===== src/rtl/logic_unit_arbiter.sv =====
// logic_unit_arbiter: round-robin share of one bitwise logic unit (NOT/AND/OR/XOR)
//   between NUM_REQ valid/ready requesters, with a single registered result slot.
// Latency: accept in cycle N -> rsp_valid with result in cycle N+1; 1 op/cycle max.
// Backpressure: when the slot is full and rsp_ready=0, no requester is ready and
//   rsp_id/rsp_data hold.
//
// Ports:
//   clk, rst             rising-edge clock, asynchronous active-high reset
//   req_valid/req_ready  per-requester handshake (req_ready is one-hot or zero)
//   req_op               2 bits per requester: 00 ~a, 01 a&b, 10 a|b, 11 a^b
//   req_a, req_b         DATA_W bits per requester (b unused for NOT)
//   rsp_valid/rsp_ready  result handshake
//   rsp_id, rsp_data     requester index and result held in the slot
//
// NUM_REQ must be at least 2. ID_W is derived and must not be overridden.

module logic_unit_arbiter #(
  parameter int NUM_REQ = 4,
  parameter int DATA_W  = 8,
  localparam int ID_W   = $clog2(NUM_REQ)
) (
  input  logic                      clk,
  input  logic                      rst,
  input  logic [NUM_REQ-1:0]        req_valid,
  output logic [NUM_REQ-1:0]        req_ready,
  input  logic [NUM_REQ*2-1:0]      req_op,
  input  logic [NUM_REQ*DATA_W-1:0] req_a,
  input  logic [NUM_REQ*DATA_W-1:0] req_b,
  output logic                      rsp_valid,
  input  logic                      rsp_ready,
  output logic [ID_W-1:0]           rsp_id,
  output logic [DATA_W-1:0]         rsp_data
);

  // One extra bit so rr_ptr + offset never overflows before the modulo fold.
  localparam int CW = ID_W + 1;

  typedef enum logic {
    EMPTY = 1'b0,
    FULL  = 1'b1
  } state_e;

  state_e              state_q, state_d;
  logic [ID_W-1:0]     rr_ptr_q, rr_ptr_d;
  logic [ID_W-1:0]     rsp_id_q, rsp_id_d;
  logic [DATA_W-1:0]   rsp_data_q, rsp_data_d;

  logic [1:0]          op_arr [NUM_REQ];
  logic [DATA_W-1:0]   a_arr  [NUM_REQ];
  logic [DATA_W-1:0]   b_arr  [NUM_REQ];

  logic [CW-1:0]       cand;
  logic                win_found;
  logic [ID_W-1:0]     win_idx;
  logic                slot_free;
  logic                accept;
  logic [DATA_W-1:0]   result;

  // Unpack the flat requester buses into per-requester arrays.
  always_comb begin
    for (int i = 0; i < NUM_REQ; i++) begin
      op_arr[i] = req_op[2*i +: 2];
      a_arr[i]  = req_a[DATA_W*i +: DATA_W];
      b_arr[i]  = req_b[DATA_W*i +: DATA_W];
    end
  end

  // Round-robin search: first valid requester starting at rr_ptr, wrapping
  // modulo NUM_REQ. The fold keeps non-power-of-2 NUM_REQ in range.
  always_comb begin
    win_found = 1'b0;
    win_idx   = '0;
    cand      = '0;
    for (int k = 0; k < NUM_REQ; k++) begin
      cand = {1'b0, rr_ptr_q} + CW'(k);
      if (cand >= CW'(NUM_REQ)) begin
        cand = cand - CW'(NUM_REQ);
      end
      if (!win_found && req_valid[cand[ID_W-1:0]]) begin
        win_found = 1'b1;
        win_idx   = cand[ID_W-1:0];
      end
    end
  end

  // The slot can take a new result if it is empty or is being drained now.
  assign slot_free = (state_q == EMPTY) | rsp_ready;

  // Only the winner ever sees ready, and nobody does while reset is held.
  always_comb begin
    req_ready = '0;
    if (win_found && slot_free && !rst) begin
      req_ready[win_idx] = 1'b1;
    end
  end

  assign accept = req_valid[win_idx] & req_ready[win_idx];

  // The shared logic unit, fed by the winning requester's operands.
  always_comb begin
    result = '0;
    unique case (op_arr[win_idx])
      2'b00:   result = ~a_arr[win_idx];
      2'b01:   result = a_arr[win_idx] & b_arr[win_idx];
      2'b10:   result = a_arr[win_idx] | b_arr[win_idx];
      default: result = a_arr[win_idx] ^ b_arr[win_idx];
    endcase
  end

  // Slot FSM and round-robin pointer next-state.
  always_comb begin
    state_d    = state_q;
    rr_ptr_d   = rr_ptr_q;
    rsp_id_d   = rsp_id_q;
    rsp_data_d = rsp_data_q;
    if (accept) begin
      // EMPTY -> FULL, or FULL reloaded in the same cycle it drains.
      state_d    = FULL;
      rsp_id_d   = win_idx;
      rsp_data_d = result;
      if (win_idx == ID_W'(NUM_REQ - 1)) begin
        rr_ptr_d = '0;
      end else begin
        rr_ptr_d = win_idx + ID_W'(1);
      end
    end else if (state_q == FULL && rsp_ready) begin
      state_d = EMPTY;
    end
  end

  always_ff @(posedge clk or posedge rst) begin
    if (rst) begin
      state_q    <= EMPTY;
      rr_ptr_q   <= '0;
      rsp_id_q   <= '0;
      rsp_data_q <= '0;
    end else begin
      state_q    <= state_d;
      rr_ptr_q   <= rr_ptr_d;
      rsp_id_q   <= rsp_id_d;
      rsp_data_q <= rsp_data_d;
    end
  end

  assign rsp_valid = (state_q == FULL);
  assign rsp_id    = rsp_id_q;
  assign rsp_data  = rsp_data_q;

endmodule


===== config.mk =====
export PLATFORM = sky130hd
export DESIGN_NAME = logic_unit_arbiter
export DESIGN_NICKNAME = d
export VERILOG_FILES = /design/src/rtl/logic_unit_arbiter.sv
export SDC_FILE = /design/constraint.sdc
export NUM_CORES = 1
export LEC_CHECK = 0
export BUFFER_PORTS_ARGS = -buffer_cell sky130_fd_sc_hd__buf_2
export CAP_MARGIN = 10
export CORE_AREA = 2 2 73 58
export DETAILED_ROUTE_END_ITERATION = 16
export DIE_AREA = 0 0 75 60
export PLACE_DENSITY = 0.88
export SLEW_MARGIN = 10
export SYNTH_ARGS = -nofsm -noshare
export SYNTH_HDL_FRONTEND = slang
export SYNTH_SLANG_ARGS = --single-unit
export TNS_END_PERCENT = 10

===== constraint.sdc =====
create_clock -name clk -period 6 [get_ports clk]
set_clock_uncertainty 0.15 [all_clocks]
set_input_delay 1.2 -clock clk [delete_from_list [all_inputs] [get_ports clk]]
set_output_delay 1.2 -clock clk [all_outputs]
set_load 0.01 [all_outputs]

# After elaboration in Yosys (flattened, before gate mapping)
# Index checks and enable logic that the tools add are counted.
# word_totals
wordCells	87
in_bits	79
output_inout_bits	15
register_bits	13
# op_classes
n_bitwise	8
muxes	40
eq_ne	3
reduce_logical	13
order_cmp	11
addsub	8
# op_table
op	n
$bmux W8 S2	2
$mux W8	4
$pmux W8 S3	1
$mux W2	11
$lt A2 B3 Y1 const B	5
$mux W1	13
$bmux W1 S2	6
$ge A3 B3 Y1 const B	4
$and A8 B8 Y8	1
$not A8 Y8	1
$or A8 B8 Y8	1
$sub A2 B1 Y2 const B	4
$xor A8 B8 Y8	1
$logic_and A1 B1 Y1	7
$add A2 B2 Y3 const B	2
$bmux W2 S2	1
$eq A2 B2 Y1 const B	2
$logic_not A1 Y1	4
$mux W4	1
$add A2 B1 Y3 const B	1
$ge A2 B3 Y1 const B	1
$not A2 Y3	1
$add A2 B1 Y2 const B	1
$demux W1 S2	1
7 further kinds	7

# Longest topological paths before layout
# Gate-level depths: netlist of run 1.
# depth
depth_word	23
depth_mapped	13
mapped_depth_nobuf	12

# Least setup slack after synthesis of run 1
# No wires, ideal clock.
# synth_timing
path_kind	input -> output
from	input port req_valid[2]
to	output port req_ready[0]
required_time_ns	4.650
setup_slack_ns	2.031
t_arrival_ns	2.619
n_path_buf	1
path_stages	7
cell_sequence	nor2b_2 -> or4b_4 -> nand2_4 -> inv_2 -> buf_2 -> ha_1 -> and2_1
# synth_between
elab_chain_cells	17
elab_cells_between_ends	30
# synth_lines
item	line_no	text
from (decl)	24	input logic [NUM_REQ-1:0] req_valid,
$bmux W1 S2	79	if (!win_found && req_valid[cand[ID_W-1:0]]) begin
$mux W1 (implied by the code)	79	
$mux W1	79	
$logic_not A1 Y1	79	
$logic_and A1 B1 Y1	79	
$mux W1	79	
$logic_not A1 Y1	79	
$logic_and A1 B1 Y1	79	
$mux W1	79	
$logic_not A1 Y1	79	
$logic_and A1 B1 Y1	79	
$mux W2	79	
$lt A2 B3 Y1 (implied by the code) / $ge A2 B1 Y1 (equally long branches)	93	req_ready[win_idx] = 1'b1;
$logic_and A1 B1 Y1 (implied by the code)	93	
$mux W1 (implied by the code)	93	
$demux W1 S2	93	
$mux W4 *	92	if (win_found && slot_free && !rst) begin
to (decl)	25	output logic [NUM_REQ-1:0] req_ready,
# Every way passes the cells marked *; elsewhere a longest branch is shown, timed or not. The select of a mux whose other input is x is not followed.

# Final worst setup path of run 1
# layout_timing
from	input port req_valid[2]
to	output port req_ready[2]
# Same word-level chain as after synthesis.

==> results of run 1 <==
metal layers:
layer  GRT usage  vias to the layer above  routed length (um)
met1       0.336                      901                2240
met4      0.0765                        0                  55
met2       0.367                       96                2280
li1            -                      983                   -
met3      0.0185                        4                 474
met5           0                        -                   0
power groups by stage:
stage	registers [mW]	logic [mW]	clock network, mW
after floorplan	0.168	0.569	0
after global placement	0.155	0.715	0
after CTS	0.156	0.739	0.0782
after global routing	0.161	0.826	0.0813
after detailed placement	0.156	0.734	0
final	0.155	0.742	0.0770
cell usage after synthesis (all sizes together) (2+ instances only):
| master | count | share of area |
|---|---|---|
| mux2 | 8 | 0.055 |
| o221ai | 6 | 0.030 |
| nand3 | 6 | 0.017 |
| dfrtp | 13 | 0.18 |
| ha | 13 | 0.092 |
| buf | 12 | 0.054 |
| or3 | 7 | 0.030 |
| nor2b | 4 | 0.018 |
| inv | 14 | 0.030 |
| o211ai | 4 | 0.020 |
| a21boi | 2 | 0.0085 |
| nor2 | 5 | 0.016 |
| and3 | 5 | 0.020 |
| a21oi | 22 | 0.062 |
| a211oi | 2 | 0.011 |
| o21ai | 7 | 0.020 |
| a22oi | 9 | 0.038 |
| o311ai | 2 | 0.0099 |
| nand2 | 40 | 0.089 |
| and2 | 6 | 0.023 |
| o31ai | 6 | 0.025 |
| mux2i | 16 | 0.090 |
state kept, by name (all words and copies together), names as in the netlist:
register and count:
rr_ptr_q 2, rsp_id 2, rsp_valid 1, rsp_data 8
critical path: cells and delay by family:
family | cells | cell delay, ps
fa+ha+maj | 1 | 300
simple gates | 4 | 1230
buf+inv | 3 | 540
path summary, 6_finish.rpt:
| path | from | slack (ps) | cells past startpoint | to |
|---|---|---|---|---|
| max | req_valid[2] | 1370 | 8 | req_ready[2] |
| min | rsp_data[7]$_DFFE_PP0P_ | 350 | 2 | rsp_data[7]$_DFFE_PP0P_ |
| max reg2reg | rr_ptr_q[0]$_DFFE_PP0P_ | 2480 | 11 | rsp_data[2]$_DFFE_PP0P_ |
| min reg2reg | rsp_data[7]$_DFFE_PP0P_ | 350 | 2 | rsp_data[7]$_DFFE_PP0P_ |
| max in group asynchronous | rst | 4550 | 2 | rsp_data[6]$_DFFE_PP0P_ |
| min in group asynchronous | rst | 820 | 2 | rsp_data[5]$_DFFE_PP0P_ |
layout make-up:
| cell class | count | area [um2] | area share |
|---|---|---|---|
| Tap cell | 55 | 68.8 | 0.0304 |
| Inverter | 14 | 52.6 | 0.0232 |
| Clock buffer | 4 | 45.0 | 0.0199 |
| Multi-Input combinational cell | 182 | 1300 | 0.574 |
| Timing Repair Buffer | 94 | 473 | 0.209 |
| Sequential cell | 13 | 325 | 0.144 |
cell families after synthesis:
group                    after synthesis
AO/OA/AOI/OAI                         65
flip-flops                            13
adder cells (fa/ha/maj)               13
multiplexers                          24
AND/OR/NAND/NOR                       80
buffers and inverters                 27
==> impl_results.md, run 1 <==
* Cell Count, Final, Fillers Out at 362
* Maximum VDD drop at 0.200 mV
* Sequential share of power at 0.159
* Critical Path Start Type: input port
* Largest net degree at the start of global routing at 37
* Status: finished, final reports clean
* First-pass GRT wire length at 7820 um
* Final hold violation count at 0
* Antenna violations before repair at 0
* Final HPWL DP at 4030 um
* DP Worst Slack at 1380 ps
* DR vias at 1,984
* Crit-path cells: buf_2 > nor2b_2 > or4b_4 > nand2_4 > inv_2 > ha_1 > and2_1 > buf_2
* Sw power at 0.477 mW
* CTS resizes at 0
* Mux contribution to synthesized area at 0.145
* Synth unique cells at 49
* Longest Clk Path Bufs at 2
* Final setup viols at 0
* Cts hold-fix bufs at 0
* Power per cell area at 431 nW/um2
* CP max stage cell: or4b_4
* Remaining DRCs at 0
* Final critical-path required period at 4630 ps
* Sequential share of the synthesized area at 0.183
* Routed Antenna Nets at 0
* Critical Path AT at 3280 ps
* Simple-Gate Fraction of Synth Area at 0.245
* CP endpoint kind: output pin
* Htree depth at 1
* Pre-antenna DRT Iters at 4
* Post-layout power at 0.974 mW
* Most common cell after layout, fill and taps aside: buf_2
* Relative slew slack at 0.672
* Vias in the first global route at 1,691
* Most frequent cells in the layout: buf_2, nand2_1, a21oi_1
* CTS tree: yes
* F_max at 0.216 GHz
* Synth Area in Adders at 0.0917
* Sink Count at 13
* Max-slew violation count at 0
* Share of cells above drive strength 1 at 0.410
* Average cell area after synthesis at 7.99 um2
* Clock power share at 0.079
* EDFF count, synth at 0
* Die extent in x at 75 um
* CORE AREA at 3830 um2
* Area Growth Syn to Fin at 27.6%
* Post-Place Cell Area at 2220 um2
* Utilization after layout at 0.591
* RSZ-0062 raised after global routing: false
* Port Buffer Count at 93
* Clk pin slew, worst setup/hold paths at 50 ps
* Grt ovf at 0
* Max-cap viol count at 0
* Final worst-path cycle share at 0.772
* Class of the worst hold path: flop to flop
* Initial DRC count at 116
* Slew @ Worst Pin at 492 ps
* Routed len/inst at 13.9 um
* Internal Power at 0.498 mW
* Synthesis Warnings at 0
* Antenna diodes at 0
* Final wirelength at 5050 um
* Post-CTS setup buffers at 0
* CP max stage delay at 570 ps
* Seq cells post-synth at 13
* Final worst slack at 1370 ps
* Leakage at 1.18 nW
* Worst Path Required at 4650 ps
* Initial Utilization at 0.463
* Setup_tns at 0 ps
* Complex-gate fraction of the synthesized area at 0.248
* Cell Area, Synth at 1770 um2
* DR vias/cell at 5.48
* I/O pins at 94
* Critical Path Fanout Max at 36
* Synth Flop Type: dfrtp_1
* Sw Share at 0.489
* RD Place Congestion at 0.873
* Die area at 4500 um2
* Root Buffer: clkbuf_8
* # fillers at 373
* Clock latency on the worst-skew pair at 240 ps
* GRT Overall Usage at 0.233
* Syn Inst Count at 222
* Row Count at 20
* Post-Synth XOR/XNOR Area at 0
* Total CTS buffers at 3
* Die H at 60 um
* Comb power frac at 0.762
* Hold WS at 347 ps
* Total placed cells including tap cells at 358
* Post-layout net count at 400
* CP most frequent cell: buf_2
* Largest family of logic cells by synthesized area: compound AO/OA/AOI/OAI gates
* Async set-reset flop share out of synthesis at 1.00
* Mapped Nets at 314
* Finished Cell Area at 2260 um2
* Critical path class: input port to output pin
(Power assumes the default switching activity.)
==> run 2: changes to the inputs <==
--- a/config.mk
+++ b/config.mk
@@ -5,12 +5,13 @@
 export SDC_FILE = /design/constraint.sdc
 export NUM_CORES = 1
 export LEC_CHECK = 0
+export ABC_AREA = 1
 export BUFFER_PORTS_ARGS = -buffer_cell sky130_fd_sc_hd__buf_2
 export CAP_MARGIN = 10
-export CORE_AREA = 2 2 73 58
+export CORE_AREA = 2 2 80 63
 export DETAILED_ROUTE_END_ITERATION = 16
-export DIE_AREA = 0 0 75 60
-export PLACE_DENSITY = 0.88
+export DIE_AREA = 0 0 82 65
+export PLACE_DENSITY = 0.85
 export SLEW_MARGIN = 10
 export SYNTH_ARGS = -nofsm -noshare
 export SYNTH_HDL_FRONTEND = slang
==> constraint.sdc (replaced) <==
create_clock -name clk -period 4.8 [get_ports clk]
set_clock_uncertainty 0.15 [all_clocks]
set_input_delay 0.96 -clock clk [delete_from_list [all_inputs] [get_ports clk]]
set_output_delay 0.96 -clock clk [all_outputs]
set_load 0.01 [all_outputs]
==> impl_results.md, run 2 <==
* Largest net degree at the start of global routing at 47 (+27%)
* Final hold violation count at 0 (unchanged)
* GRT Overall Usage at 0.216 (-0.0175)
* Async set-reset flop share out of synthesis at 1.00 (unchanged)
* Worst reg2reg startpoint: rr_ptr_q[0]$_DFFE_PP0P_
* EDFF count, synth at 0 (unchanged)
* Clk pin slew, worst setup/hold paths at 50 ps (about the same)
* Area Growth Syn to Fin at 21.2%
* Simple-Gate Fraction of Synth Area at 0.546 (+0.300)
* Port Buffer Count at 93 (unchanged)
* Cts hold-fix bufs at 0 (unchanged)
* Grt ovf at 0 (unchanged)
* Top-count cell post-synth: nand2_1
* CP endpoint kind: output pin
* Cell Area, Synth at 2140 um2 (+21%)
* Die extent in x at 82 um (+9.3%)
* Initial Utilization at 0.464 (about the same)
* Routed len/inst at 10.9 um (-22%)
* Complex-gate fraction of the synthesized area at 0.0671 (-0.181)
* Initial DRC count at 122 (+5.2%)
* Synthesis Warnings at 0 (unchanged)
* CORE AREA at 4620 um2 (+21%)
* Seq cells post-synth at 13 (unchanged)
* Critical Path Start Type: input port
* Syn Inst Count at 383 (+73%)
* First-pass GRT wire length at 9140 um (+17%)
* Average cell area after synthesis at 5.60 um2 (-30%)
* Final critical-path required period at 3990 ps
* Die H at 65 um (+8.3%)
* Final setup viols at 0 (unchanged)
* # fillers at 474 (+27%)
* Critical Path Fanout Max at 46 (+28%)
* Antenna violations before repair at 0 (unchanged)
* DR vias/cell at 4.98 (-9.2%)
* Crit. Startpoint: req_valid[3]
* RSZ-0062 raised after global routing: false
* R2R depth at 20 (+9)
* Root Buffer: clkbuf_8
* Vias in the first global route at 2,115 (+25%)
* Post-CTS setup buffers at 0 (unchanged)
* Max-cap viol count at 0 (unchanged)
* Pre-antenna DRT Iters at 4 (unchanged)
* Mux contribution to synthesized area at 0 (-0.145)
* Most frequent cells in the layout: nand2_1, buf_2, nand3_1
* Share of cells above drive strength 1 at 0.266 (-0.145)
* Hold Startpoint: rsp_data[1]$_DFFE_PP0P_
* Sink Count at 13 (unchanged)
* Row Count at 22 (+10%)
* Setup_tns at 0 ps (unchanged)
* Relative slew slack at 0.696 (+0.0240)
* Routed Antenna Nets at 0 (unchanged)
* Antenna diodes at 0 (unchanged)
* Mapped Nets at 475 (+51%)
* Hold Path Cell Cnt at 2 (unchanged)
* Max-slew violation count at 0 (unchanged)
* Worst Path Required at 3690 ps (-960 ps)
* CTS tree: yes
* Status: finished, final reports clean
* Post-Synth XOR/XNOR Area at 0 (unchanged)
* Final worst-path cycle share at 0.830
* Remaining DRCs at 0 (unchanged)
* Htree depth at 1 (unchanged)
* Class of the worst hold path: flop to flop
* Clock latency on the worst-skew pair at 240 ps (about the same)
* RD Place Congestion at 0.939 (+7.6%)
* CP endpoint: req_ready[2]
* Synth top area share at 0.296 (+0.112)
* CTS resizes at 0 (unchanged)
* Most common cell after layout, fill and taps aside: nand2_1
* Synth Area in Adders at 0.0758 (-0.0158)
* Number of flip-flops in the largest register at 8 (unchanged)
* Sequential share of the synthesized area at 0.152 (-0.0317)
* Longest Clk Path Bufs at 2 (unchanged)
* Die area at 5330 um2 (+18%)
* Slew @ Worst Pin at 456 ps (-36.0 ps)
* R2R Path End: rsp_data[3]$_DFFE_PP0P_
* Critical path class: input port to output pin
* Final HPWL DP at 4490 um (+11%)
* Synth Flop Type: dfrtp_1
* Post-layout net count at 556 (+39%)
* Commonest cells in the netlist: nand2_1, nand3_1, inv_1
* Area contributors post-synth: nand2_1, dfrtp_1, nand3_1, inv_1, ha_1
* Synth unique cells at 26 (-47%)
* R2r setup slk at 1240 ps (-1240 ps)
* Cell accounting for the most synthesized area: nand2_1
* Total CTS buffers at 3 (unchanged)
* I/O pins at 94 (unchanged)
* DR vias at 2,602 (+31%)
* Largest family of logic cells by synthesized area: simple AND/OR/NAND/NOR gates
* Final wirelength at 5720 um (+13%)
* Critical Path AT at 2880 ps (-400 ps)
* F_max at 0.251 GHz
## run 2: cell types whose count changed in the layout (fill, tap and decap cells not counted), moves of 6 or more
| cell | previous run | this run |
|---|---|---|
| nand3_1 | 6 | 52 |
| inv_1 | 12 | 46 |
| o221ai_1 | 6 | 0 |
| or3_2 | 7 | 0 |
| o21ai_0 | 7 | 17 |
| a21oi_1 | 22 | 2 |
| mux2i_1 | 16 | 0 |
| a22oi_1 | 9 | 0 |
| o31ai_1 | 6 | 0 |
| nand2_2 | 0 | 9 |
| nand2_1 | 39 | 169 |
| nand4_1 | 0 | 14 |
## run 2: per-stage QoR
step | utilization | cell area (um2) | hold slack [ps] | instances | setup WS [ps]
global route | 0.562 | 2600 | 350 | 523 | 578
finish | 0.562 | 2600 | 329 | 523 | 814
floorplan | - | 2140 | 365 | 383 | 1360
detailed placement | 0.552 | 2550 | 313 | 519 | 834
CTS | 0.562 | 2600 | 328 | 523 | 827
global placement | 0.552 | 2550 | 312 | 519 | 898
## run 2: area by class of cell
class | instances | area, um2 | area share
Timing Repair Buffer | 94 | 473 | 0.182
Inverter | 53 | 204 | 0.0785
Clock buffer | 4 | 45.0 | 0.0173
Sequential cell | 13 | 325 | 0.125
Multi-Input combinational cell | 299 | 1480 | 0.568
Tap cell | 60 | 75.1 | 0.0289
## run 2: worst min-delay path by stage
stage,endpoint,slack (ps)
after detailed placement,rsp_data[1]$_DFFE_PP0P_,310
final,rsp_data[1]$_DFFE_PP0P_,330
after global placement,rsp_data[0]$_DFFE_PP0P_,310
after CTS,rsp_data[1]$_DFFE_PP0P_,330
after global routing,rsp_data[3]$_DFFE_PP0P_,350
after floorplan,rsp_data[4]$_DFFE_PP0P_,370
## run 2: logic make-up after synthesis
logic type,after synthesis
AOI/OAI and AO/OA,26
buffers and inverters,71
adders and majority gates,13
DFF,13
and+or+nand+nor,260
## run 2: metal layers
metal / routed length (um) / track usage / share of wire
met3: 382 / 0.0153 / 0.067
met4: 69 / 0.0750 / 0.012
met1: 2880 / 0.312 / 0.50
met2: 2390 / 0.335 / 0.42
met5: 0 / 0 / 0
## run 2: critical path: stages
cell,delay [ps]
buf_2,110
inv_1,60
nand2_1,70
nand3_1,150
nand2_2,100
inv_2,70
nand3_2,290
nand3_4,200
buf_4,380
ha_1,210
nand2_1,70
inv_1,60
buf_2,120
Power of run 2 is left out: the tool's default activity adds up to more than one toggle a clock period on the data nets, which glitch-free logic cannot reach.
